File: src/rtl/lsu_pkg.sv
// lsu_pkg: shared types and constants for the load/store controller.
// Holds the controller state enum, the RV32I load/store width codes and a
// helper that classifies a width code as legal for a load or a store.
package lsu_pkg;

  typedef enum logic [1:0] {
    ST_IDLE = 2'd0,
    ST_RD   = 2'd1,
    ST_WR   = 2'd2,
    ST_RESP = 2'd3
  } lsu_state_e;

  localparam logic [2:0] F3_B  = 3'b000;
  localparam logic [2:0] F3_H  = 3'b001;
  localparam logic [2:0] F3_W  = 3'b010;
  localparam logic [2:0] F3_BU = 3'b100;
  localparam logic [2:0] F3_HU = 3'b101;

  // Unsigned widths exist only for loads; 011/110/111 are never legal.
  function automatic logic f3_legal(input logic we, input logic [2:0] f3);
    logic ok;
    case (f3)
      F3_B, F3_H, F3_W: ok = 1'b1;
      F3_BU, F3_HU:     ok = ~we;
      default:          ok = 1'b0;
    endcase
    return ok;
  endfunction

endpackage

File: src/rtl/lsu_ctrl_if.sv
// Bus interfaces of the load/store controller.
// lsu_req_if: core-side request/response channel (master = core, slave = LSU).
// lsu_mem_if: data-memory port (master = LSU, slave = memory); the memory
// answers mem_read_data combinationally and writes on the rising edge.
interface lsu_req_if;
  logic        req_valid;
  logic        req_ready;
  logic        req_we;
  logic [2:0]  req_funct3;
  logic [31:0] req_addr;
  logic [31:0] req_wdata;
  logic        resp_valid;
  logic [31:0] resp_rdata;
  logic        resp_err;

  modport master (
    output req_valid, req_we, req_funct3, req_addr, req_wdata,
    input  req_ready, resp_valid, resp_rdata, resp_err
  );

  modport slave (
    input  req_valid, req_we, req_funct3, req_addr, req_wdata,
    output req_ready, resp_valid, resp_rdata, resp_err
  );
endinterface

interface lsu_mem_if;
  logic [31:0] mem_address;
  logic [31:0] mem_write_data;
  logic        mem_read;
  logic        mem_write;
  logic [31:0] mem_read_data;

  modport master (
    output mem_address, mem_write_data, mem_read, mem_write,
    input  mem_read_data
  );

  modport slave (
    input  mem_address, mem_write_data, mem_read, mem_write,
    output mem_read_data
  );
endinterface

File: src/rtl/lsu_align.sv
// lsu_align: combinational byte-lane logic for the load/store controller.
// rdata_o  = addressed lane of word_i, sign/zero extended per funct3.
// merged_o = word_i with the addressed lane replaced by the low bits of
//            wdata_i (whole wdata_i for a word access).
module lsu_align
  import lsu_pkg::*;
(
  input  logic [1:0]  addr_lo_i,
  input  logic [2:0]  funct3_i,
  input  logic [31:0] word_i,
  input  logic [31:0] wdata_i,
  output logic [31:0] rdata_o,
  output logic [31:0] merged_o
);

  logic [7:0]  byte_s;
  logic [15:0] half_s;

  // Pick the addressed lane and extend it for the load result.
  always_comb begin
    case (addr_lo_i)
      2'd0:    byte_s = word_i[7:0];
      2'd1:    byte_s = word_i[15:8];
      2'd2:    byte_s = word_i[23:16];
      2'd3:    byte_s = word_i[31:24];
      default: byte_s = 8'd0;
    endcase
    half_s = addr_lo_i[1] ? word_i[31:16] : word_i[15:0];
    case (funct3_i)
      F3_B:    rdata_o = {{24{byte_s[7]}}, byte_s};
      F3_H:    rdata_o = {{16{half_s[15]}}, half_s};
      F3_W:    rdata_o = word_i;
      F3_BU:   rdata_o = {24'd0, byte_s};
      F3_HU:   rdata_o = {16'd0, half_s};
      default: rdata_o = 32'd0;
    endcase
  end

  // Replace the addressed lane of the old word with the store data.
  always_comb begin
    merged_o = word_i;
    case (funct3_i)
      F3_B, F3_BU: begin
        case (addr_lo_i)
          2'd0:    merged_o[7:0]   = wdata_i[7:0];
          2'd1:    merged_o[15:8]  = wdata_i[7:0];
          2'd2:    merged_o[23:16] = wdata_i[7:0];
          2'd3:    merged_o[31:24] = wdata_i[7:0];
          default: merged_o = word_i;
        endcase
      end
      F3_H, F3_HU: begin
        if (addr_lo_i[1]) begin
          merged_o[31:16] = wdata_i[15:0];
        end else begin
          merged_o[15:0] = wdata_i[15:0];
        end
      end
      F3_W:    merged_o = wdata_i;
      default: merged_o = word_i;
    endcase
  end

endmodule

File: src/rtl/lsu_ctrl.sv
// lsu_ctrl: RV32I load/store controller in front of a word-addressed memory.
// Loads: IDLE->RD->RESP. Word stores: IDLE->WR->RESP. Byte/half stores are
// read-modify-write: IDLE->RD->WR->RESP. Errored requests go IDLE->RESP
// without touching memory. All outputs are registered state decodes.
// Optional feature macro: LSU_MISALIGN_TRAP_EN -- when defined, misaligned
// H/HU/W accesses are errors; otherwise the low address bits are cleared.
module lsu_ctrl
  import lsu_pkg::*;
#(
  parameter int DEPTH_LOG2 = 8
) (
  input  logic      clk,
  input  logic      rst,
  lsu_req_if.slave  req,
  lsu_mem_if.master mem
);

  // Byte-address bits that fall inside the memory.
  localparam int AW = DEPTH_LOG2 + 2;

  lsu_state_e      state_q;
  logic            we_q;
  logic [2:0]      funct3_q;
  logic [AW-1:0]   addr_q;
  logic [31:0]     wdata_q;

  logic            req_ready_q;
  logic            resp_valid_q;
  logic [31:0]     resp_rdata_q;
  logic            resp_err_q;
  logic            mem_read_q;
  logic            mem_write_q;
  logic [31:0]     mem_address_q;
  logic [31:0]     mem_write_data_q;

  logic            accept_s;
  logic            misalign_s;
  logic            misalign_err_s;
  logic            range_err_s;
  logic            err_s;
  logic [AW-1:0]   addr_eff_s;
  logic [31:0]     word_idx_s;
  logic [31:0]     word_idx_q_s;
  logic [31:0]     rdata_s;
  logic [31:0]     merged_s;

  // Request classification: alignment, range and width-code checks.
  always_comb begin
    accept_s   = req.req_valid && req_ready_q;
    addr_eff_s = req.req_addr[AW-1:0];
    case (req.req_funct3)
      F3_H, F3_HU: misalign_s = req.req_addr[0];
      F3_W:        misalign_s = |req.req_addr[1:0];
      default:     misalign_s = 1'b0;
    endcase
`ifdef LSU_MISALIGN_TRAP_EN
    misalign_err_s = misalign_s;
`else
    misalign_err_s = 1'b0;
    case (req.req_funct3)
      F3_H, F3_HU: addr_eff_s[0]   = 1'b0;
      F3_W:        addr_eff_s[1:0] = 2'b00;
      default:     addr_eff_s      = req.req_addr[AW-1:0];
    endcase
`endif
    range_err_s  = |req.req_addr[31:AW];
    err_s        = ~f3_legal(req.req_we, req.req_funct3) | range_err_s | misalign_err_s;
    word_idx_s   = {{(32-DEPTH_LOG2){1'b0}}, addr_eff_s[AW-1:2]};
    word_idx_q_s = {{(32-DEPTH_LOG2){1'b0}}, addr_q[AW-1:2]};
  end

  lsu_align u_align (
    .addr_lo_i (addr_q[1:0]),
    .funct3_i  (funct3_q),
    .word_i    (mem.mem_read_data),
    .wdata_i   (wdata_q),
    .rdata_o   (rdata_s),
    .merged_o  (merged_s)
  );

  // Controller FSM with request latches and registered bus/response outputs.
  always_ff @(posedge clk or posedge rst) begin
    if (rst) begin
      state_q          <= ST_IDLE;
      we_q             <= 1'b0;
      funct3_q         <= 3'd0;
      addr_q           <= '0;
      wdata_q          <= 32'd0;
      req_ready_q      <= 1'b1;
      resp_valid_q     <= 1'b0;
      resp_rdata_q     <= 32'd0;
      resp_err_q       <= 1'b0;
      mem_read_q       <= 1'b0;
      mem_write_q      <= 1'b0;
      mem_address_q    <= 32'd0;
      mem_write_data_q <= 32'd0;
    end else begin
      case (state_q)
        ST_IDLE: begin
          if (accept_s) begin
            we_q        <= req.req_we;
            funct3_q    <= req.req_funct3;
            addr_q      <= addr_eff_s;
            wdata_q     <= req.req_wdata;
            req_ready_q <= 1'b0;
            if (err_s) begin
              state_q      <= ST_RESP;
              resp_valid_q <= 1'b1;
              resp_err_q   <= 1'b1;
            end else if (!req.req_we || (req.req_funct3 != F3_W)) begin
              state_q       <= ST_RD;
              mem_read_q    <= 1'b1;
              mem_address_q <= word_idx_s;
            end else begin
              state_q          <= ST_WR;
              mem_write_q      <= 1'b1;
              mem_address_q    <= word_idx_s;
              mem_write_data_q <= req.req_wdata;
            end
          end else begin
            state_q <= ST_IDLE;
          end
        end
        ST_RD: begin
          mem_read_q <= 1'b0;
          if (we_q) begin
            state_q          <= ST_WR;
            mem_write_q      <= 1'b1;
            mem_address_q    <= word_idx_q_s;
            mem_write_data_q <= merged_s;
          end else begin
            state_q       <= ST_RESP;
            mem_address_q <= 32'd0;
            resp_valid_q  <= 1'b1;
            resp_rdata_q  <= rdata_s;
          end
        end
        ST_WR: begin
          state_q          <= ST_RESP;
          mem_write_q      <= 1'b0;
          mem_address_q    <= 32'd0;
          mem_write_data_q <= 32'd0;
          resp_valid_q     <= 1'b1;
        end
        ST_RESP: begin
          state_q      <= ST_IDLE;
          resp_valid_q <= 1'b0;
          resp_rdata_q <= 32'd0;
          resp_err_q   <= 1'b0;
          req_ready_q  <= 1'b1;
        end
        default: begin
          state_q          <= ST_IDLE;
          req_ready_q      <= 1'b1;
          resp_valid_q     <= 1'b0;
          resp_rdata_q     <= 32'd0;
          resp_err_q       <= 1'b0;
          mem_read_q       <= 1'b0;
          mem_write_q      <= 1'b0;
          mem_address_q    <= 32'd0;
          mem_write_data_q <= 32'd0;
        end
      endcase
    end
  end

  assign req.req_ready      = req_ready_q;
  assign req.resp_valid     = resp_valid_q;
  assign req.resp_rdata     = resp_rdata_q;
  assign req.resp_err       = resp_err_q;
  assign mem.mem_read       = mem_read_q;
  assign mem.mem_write      = mem_write_q;
  assign mem.mem_address    = mem_address_q;
  assign mem.mem_write_data = mem_write_data_q;

endmodule

File: src/flat_wrapper.sv
// flat-port wrapper written by rule: the top's interface ports become plain ports
module lsu_ctrl_flat import lsu_pkg::*;
#(
  parameter int DEPTH_LOG2 = 8
)
  (clk, rst, req_req_valid, req_req_we, req_req_funct3, req_req_addr, req_req_wdata, req_req_ready, req_resp_valid, req_resp_rdata, req_resp_err, mem_mem_address, mem_mem_write_data, mem_mem_read, mem_mem_write, mem_mem_read_data);
  lsu_req_if req_i ();
  lsu_mem_if mem_i ();
  input  logic clk;
  input  logic rst;
  input wire logic [$bits(req_i.req_valid)-1:0] req_req_valid;
  input wire logic [$bits(req_i.req_we)-1:0] req_req_we;
  input wire logic [$bits(req_i.req_funct3)-1:0] req_req_funct3;
  input wire logic [$bits(req_i.req_addr)-1:0] req_req_addr;
  input wire logic [$bits(req_i.req_wdata)-1:0] req_req_wdata;
  output wire logic [$bits(req_i.req_ready)-1:0] req_req_ready;
  output wire logic [$bits(req_i.resp_valid)-1:0] req_resp_valid;
  output wire logic [$bits(req_i.resp_rdata)-1:0] req_resp_rdata;
  output wire logic [$bits(req_i.resp_err)-1:0] req_resp_err;
  output wire logic [$bits(mem_i.mem_address)-1:0] mem_mem_address;
  output wire logic [$bits(mem_i.mem_write_data)-1:0] mem_mem_write_data;
  output wire logic [$bits(mem_i.mem_read)-1:0] mem_mem_read;
  output wire logic [$bits(mem_i.mem_write)-1:0] mem_mem_write;
  input wire logic [$bits(mem_i.mem_read_data)-1:0] mem_mem_read_data;
  assign req_i.req_valid = req_req_valid;
  assign req_i.req_we = req_req_we;
  assign req_i.req_funct3 = req_req_funct3;
  assign req_i.req_addr = req_req_addr;
  assign req_i.req_wdata = req_req_wdata;
  assign req_req_ready = req_i.req_ready;
  assign req_resp_valid = req_i.resp_valid;
  assign req_resp_rdata = req_i.resp_rdata;
  assign req_resp_err = req_i.resp_err;
  assign mem_mem_address = mem_i.mem_address;
  assign mem_mem_write_data = mem_i.mem_write_data;
  assign mem_mem_read = mem_i.mem_read;
  assign mem_mem_write = mem_i.mem_write;
  assign mem_i.mem_read_data = mem_mem_read_data;
  lsu_ctrl #(.DEPTH_LOG2(DEPTH_LOG2)) u_core (.clk(clk), .rst(rst), .req(req_i), .mem(mem_i));
endmodule
File: config.mk
export PLATFORM = sky130hd
export DESIGN_NAME = lsu_ctrl_flat
export DESIGN_NICKNAME = d
export VERILOG_FILES = /design/src/rtl/lsu_pkg.sv /design/src/rtl/lsu_ctrl_if.sv /design/src/rtl/lsu_align.sv /design/src/rtl/lsu_ctrl.sv /design/src/flat_wrapper.sv
export SDC_FILE = /design/constraint.sdc
export NUM_CORES = 1
export LEC_CHECK = 0
export ABC_AREA = 1
export CORE_MARGIN = 4
export CORE_UTILIZATION = 49
export DETAILED_ROUTE_END_ITERATION = 12
export GPL_TIMING_DRIVEN = 0
export PLACE_DENSITY_LB_ADDON = 0.1
export SLEW_MARGIN = 20
export SYNTH_ARGS = -nofsm -noshare
export SYNTH_HDL_FRONTEND = slang
export SYNTH_SLANG_ARGS = --single-unit
File: constraint.sdc
create_clock -name clk -period 5.55 [get_ports clk]
set_input_delay 1.11 -clock clk [delete_from_list [all_inputs] [get_ports clk]]
set_output_delay 1.11 -clock clk [all_outputs]
set_load 0.1 [all_outputs]
# ---- After elaboration in Yosys (flattened, before gate mapping)
# Cells that the tools add are included.
dict set report word_totals {
  word_cells 108
  ff_bits 149
  inputBits 103
  output_inout_bits 101
}
dict set report op_classes {
  reduce_logical 25
  muxes 45
  eq_ne 22
  n_bitwise 3
}
# op n
set op_table {}
lappend op_table {{$pmux 32 s3} 3}
lappend op_table {{$mux 32} 7}
lappend op_table {{$pmux 32 s5} 1}
lappend op_table {{$pmux 32 s2} 1}
lappend op_table {{$mux 16} 3}
lappend op_table {{$mux 8} 5}
lappend op_table {{$pmux 8 s4} 1}
lappend op_table {{$reduce_or 22->1} 1}
lappend op_table {{$mux 1} 14}
lappend op_table {{$eq 3x3->1 const B} 4}
lappend op_table {{$reduce_and 3->1} 3}
lappend op_table {{$eq 2x2->1 const B} 4}
lappend op_table {{$ne 2x1->1 const B} 4}
lappend op_table {{$pmux 1 s2} 4}
lappend op_table {{$pmux 2 s4} 1}
lappend op_table {{$eq 3x1->1 const B} 2}
lappend op_table {{$eq 3x2->1 const B} 2}
lappend op_table {{$logic_not 3->1} 2}
lappend op_table {{$mux 2} 3}
lappend op_table {{$ne 2x2->1 const B} 3}
lappend op_table {{$reduce_and 2->1} 3}
lappend op_table {{$reduce_bool 2->1} 3}
lappend op_table {{$reduce_or 2->1} 3}
lappend op_table {{$reduce_or 3->1} 2}
lappend op_table {{other kinds (13)} 16}

# ---- Depth between registers and ports, before layout
dict set report logic_depth {
  ltp_word 8
  depth_mapped 12
  ltp_nobuf 11
}

# ---- Modules after synthesis
# From an unflattened synthesis, not the netlist that was laid out.
dict set report unflattened {
  hier_cells 1168
  hier_area_um2 7911.3
}
# module seq_area_each_um2 area_per_inst_um2 n_inst cells_per_inst
set by_module_without_submodules {}
lappend by_module_without_submodules {lsu_ctrl 3129.3 5963.2 1 725}
lappend by_module_without_submodules {lsu_align 0.0 1948.1 1 443}

# ---- Worst setup path after synthesis
# OpenSTA, ideal clock, no wires.
dict set report synth_path {
  path_type {input to register}
  from {in req_req_addr[17]}
  to {reg u_core.mem_write_data_q[10] (netlist: u_core.mem.mem_write_data[10])}
  setup_ns 0.120
  path_stages 10
  setup_slack_ns 3.341
  arrival_ns 2.089
  path_cell_list {nor2_1 and2_0 nand2_1 nor2_1 nand3_1 nand2_2 nand3_2 buf_2 nand2_1 nand2_1}
}
dict set report synth_between {
  elab_chain_cells 4
}
# item line
set synth_lines {}
lappend synth_lines {{from (decl)} flat_wrapper.sv:14} ;# input wire logic [$bits(req_i.req_addr)-1:0] req_req_addr;
lappend synth_lines {{$reduce_or 22->1} lsu_ctrl.sv:66} ;# range_err_s = |req.req_addr[31:AW];
lappend synth_lines {{$or 1x1->1} lsu_ctrl.sv:67} ;# err_s = ~f3_legal(req.req_we, req.req_funct3) | range_err_s | misalign_err_s;
lappend synth_lines {{$ne 2x2->1 (no line)} n/a}
lappend synth_lines {{$reduce_and 5->1 (no line)} n/a}
lappend synth_lines {{to (signal assigned)} lsu_ctrl.sv:118} ;# mem_write_data_q <= req.req_wdata;
lappend synth_lines {{to (signal assigned)} lsu_ctrl.sv:130} ;# mem_write_data_q <= merged_s;
lappend synth_lines {{to (decl)} lsu_ctrl.sv:34} ;# logic [31:0] mem_write_data_q;
# Every way passes these cells.
# A chain may end at the register's enable or synchronous reset.

# ---- Final worst setup path
dict set report layout_path {
  from {reg u_core.req_ready_q (netlist: u_core.req.req_ready)}
  to {out req_req_ready}
}
# item line
set layout_rtl {}
lappend layout_rtl {{from (decl)} lsu_ctrl.sv:27} ;# logic req_ready_q;
lappend layout_rtl {{from (signal assigned)} lsu_ctrl.sv:89} ;# req_ready_q <= 1'b1;
lappend layout_rtl {{from (signal assigned)} lsu_ctrl.sv:105} ;# req_ready_q <= 1'b0;
lappend layout_rtl {{from (signal assigned)} lsu_ctrl.sv:150} ;# req_ready_q <= 1'b1;
lappend layout_rtl {{to (decl)} flat_wrapper.sv:16} ;# output wire logic [$bits(req_i.req_ready)-1:0] req_req_ready;
# No word-level cell between the ends.

==> results.md <==
- Status: finished, final reports clean
- GPL Wtd Cong: ~0.97
- Worst Path Required: between 4 and 5 ns
- CP top delay family: buffers and inverters
- Die W: approximately 130 um
- FF/Latch Area: 3130 um^2
- Crit. End Element: output port
- Pwr Density: 651 nW/um^2
- Clk sinks: 125
- Synthesized flop and latch total: about 130
- Mean routed wirelength per cell: about 17 um
- Clk pin slew, worst setup/hold paths: 0.06 ns
- CTS tree: done
- Cell variety after synth: 35
- Dominant cells by area after synthesis: dfrtp_1 42%, nand2_1 24%, nand3_1 5.0%
- WP buf/inv: 1
- Die Area: between 15,000 and 20,000 um^2
- Metal3 WL: roughly 2300 um
- Seq pwr share: 0.242
- H-tree levels: 4
- Count leader, synth: nand2_1
- Residual DRC count: 0
- Clock Path Buffers: 2
- Root Buffer: clkbuf_16
- Hold Crit Depth: 2
- Peak VDD IR: approximately 650 uV
- # Max-Cap Violations: 0
- Sw Ratio: 0.560
- Main synth FF type: dfrtp_1
- Fin. Hold Viols: 0
- Net Sw Power: around 0.0037 W
- Critical path's slowest cell: clkdlybuf4s50_1
- Via count: around 8,000
- Final setup violation count: 0
- First-pass GRT wire length: just under 40,000 um
- Met2 WL: roughly 12,000 um
- Ys async rst share: 1.00
- DRT met1 WL: between 10,000 and 15,000 um
- Initial DRC Count: 832
- Logic gate share of total power: 0.593
- R2r startpoint: u_core.state_q[0]
- Setup slack at placement: between 2 and 3 ns
- Die height: ~130 um
- Hold Path Class: reg -> reg
- Post-Syn Instances: roughly 1,100
- Min Tclk post-route: 3.20 ns
- Worst-Margin Slew: 1.00 ns
- Hold_sp: u_core.addr_q[2]
- Worst path cell trace: clkdlybuf4s50_1
- Post-synth top cells: 475 x nand2_1, 124 x dfrtp_1, 73 x nand3_1, 69 x inv_1, 44 x o21ai_0
- Slew headroom: 0.329
- Post-synth EDFFs: 0
- Port Buffers: ~180
- Clock power share: 0.165
- Skew-Pair Late Insertion Delay: approximately 0.42 ns
- Cts repair resizes: 0
- Final setup margin: between 2 and 2.5 ns
- Avg Inst Size Synth: roughly 6.9 um^2
- Tcrit/Tclk final: 0.576
- R2r setup slk: roughly 3.4 ns
- Core area: 14,600 um^2
- Footprint of the multi-input gates: around 3500 um^2
- Crit path max fanout: 3
- CTS Buf Count: 17
- RSZ-0062 raised after global routing: false
- Cell Area, Synth: 7310 um^2
- Row count: between 40 and 50
- Sequential share of the synthesized area: 0.428
- Top-area cell type share of the netlist area: 0.425
- Fill cells: roughly 1,300
- Final Max Slew Viols: 0
- CP arrival: around 2.1 ns
- Largest net degree at the start of global routing: 80
- Fmax: roughly 310 MHz
- Routed WL: between 20,000 and 30,000 um
- Top sig layer: met4
- Final HPWL DP: 19,700 um
- Hold Crit Endpoint: u_core.addr_q[2]
- Initial Utilization: 0.501
- Slowest Stage Delay on Critical Path: around 1.1 ns
- Overall global routing resource usage: 0.305
- Number of global-route vias before repair: about 7,500
- Power Internal: between 0.002 and 0.003 W
- Cts hold-fix bufs: 0
- Share of cells above drive strength 1: 0.0870
- Area Growth Syn to Fin: 37.1%
- Post-route ant nets: 0
- Fin nets: ~1,400
- Cell count of the worst reg-to-reg path: 6
- Total grt overflow: 0
- Final Skew: 0.00655 ns
- TritonRoute pass-1 iters: 5
- Crit Path Class: reg -> out
- Area leader, netlist: dfrtp_1
- Diode count: 0
- RR Endpoint: u_core.mem.mem_write_data[8]
- Ports: between 200 and 250
- Layout Cells excl Fill: 1,472
- Syn. warnings: 0
- Post-DR vias/cell: about 5.3
- Hold WS: between 0.4 and 0.5 ns
- Postcts setup bufs: 0
- Placed cells: between 1,000 and 1,500
- Crit start category: register
- Initial antenna violation count: 0
- Static leakage: between 5 and 6 nW
-- stage by stage --
stage          power [W]  TNS, ns   util  area [um^2]
3_3_place_gp     0.00539   -77.17  0.645         9420
3_5_place_dp     0.00542        0  0.648         9450
2_1_floorplan    0.00441        0      -         7390
6_report         0.00653        0  0.687        10000
5_1_grt          0.00684        0  0.687        10000
4_1_cts          0.00651        0  0.687        10000
-- registers in the layout, indices dropped and copies added (netlist names) --
name / flops
u_core.mem.mem_write_data: 32
u_core.state_q: 2
u_core.mem.mem_address: 8
u_core.mem.mem_read: 1
u_core.wdata_q: 32
u_core.req.resp_err: 1
u_core.req.resp_valid: 1
u_core.we_q: 1
u_core.mem.mem_write: 1
u_core.addr_q: 10
u_core.funct3_q: 3
u_core.req.req_ready: 1
u_core.req.resp_rdata: 32
-- cells in the final DEF, fill, tap and decap left out, drive strengths merged, types with 2 or more instances in the layout --
cell and count:
inv 79, a22o 3, clkdlybuf4s50 179, nand3 76
nor2 43, conb 24, a22oi 12, o211ai 7
and2 2, buf 58, o21ai 78, clkbuf 44
clkinvlp 2, o22ai 8, clkinv 7, dfrtp 124
ha 4, a21oi 7, nand2 480, nand4 43
-- area by class of cell --
cell class / instances / share of cell area
buffer: 81 / 0.0458
clock buffer: 20 / 0.0456
tap: 184 / 0.0230
multi-input combinational: 793 / 0.351
timing repair buffer: 180 / 0.182
clock inverter: 12 / 0.0112
sequential: 125 / 0.312
inverter: 77 / 0.0294
-- worst max path at each step --
stage | start | end | slack (ns) | cells after the start
after floorplan | rst | u_core.addr_q[0] | 1.11 | 1
after global placement | rst | u_core.mem.mem_write_data[19] | -0.64 | 2
after detailed placement | req_req_we | u_core.mem.mem_write_data[16] | 2.52 | 12
after CTS | u_core.req.req_ready | req_req_ready | 2.34 | 1
after global routing | u_core.req.req_ready | req_req_ready | 2.32 | 1
final | u_core.req.req_ready | req_req_ready | 2.35 | 1
-- power by group through the flow --
stage,Combinational (W),Clock [W],Sequential (W)
global placement,0.00382,0,0.00157
global route,0.00409,0.00112,0.00162
CTS,0.00386,0.00108,0.00157
floorplan,0.00115,0,0.00325
finish,0.00387,0.00108,0.00158
detailed placement,0.00384,0,0.00158
-- metal layers --
layer	GRT usage	vias up
li1	-	3796
met1	0.410	3583
met2	0.492	381
met3	0.0581	53
met4	0.114	0
met5	0	-
-- logic make-up (layout without fill, tap and decap cells) --
kind of cell / after synthesis / in the layout / share of synthesized area
and+or+nand+nor: 646 / 646 / 0.368
buffers and inverters: 158 / 370 / 0.102
DFF: 125 / 125 / 0.428
AOI/OAI and AO/OA: 119 / 119 / 0.0942
adders and majority gates: 4 / 4 / 0.00685
other: 1 / 24 / 0.000513
No activity file was read; power rests on OpenSTA's default activity.
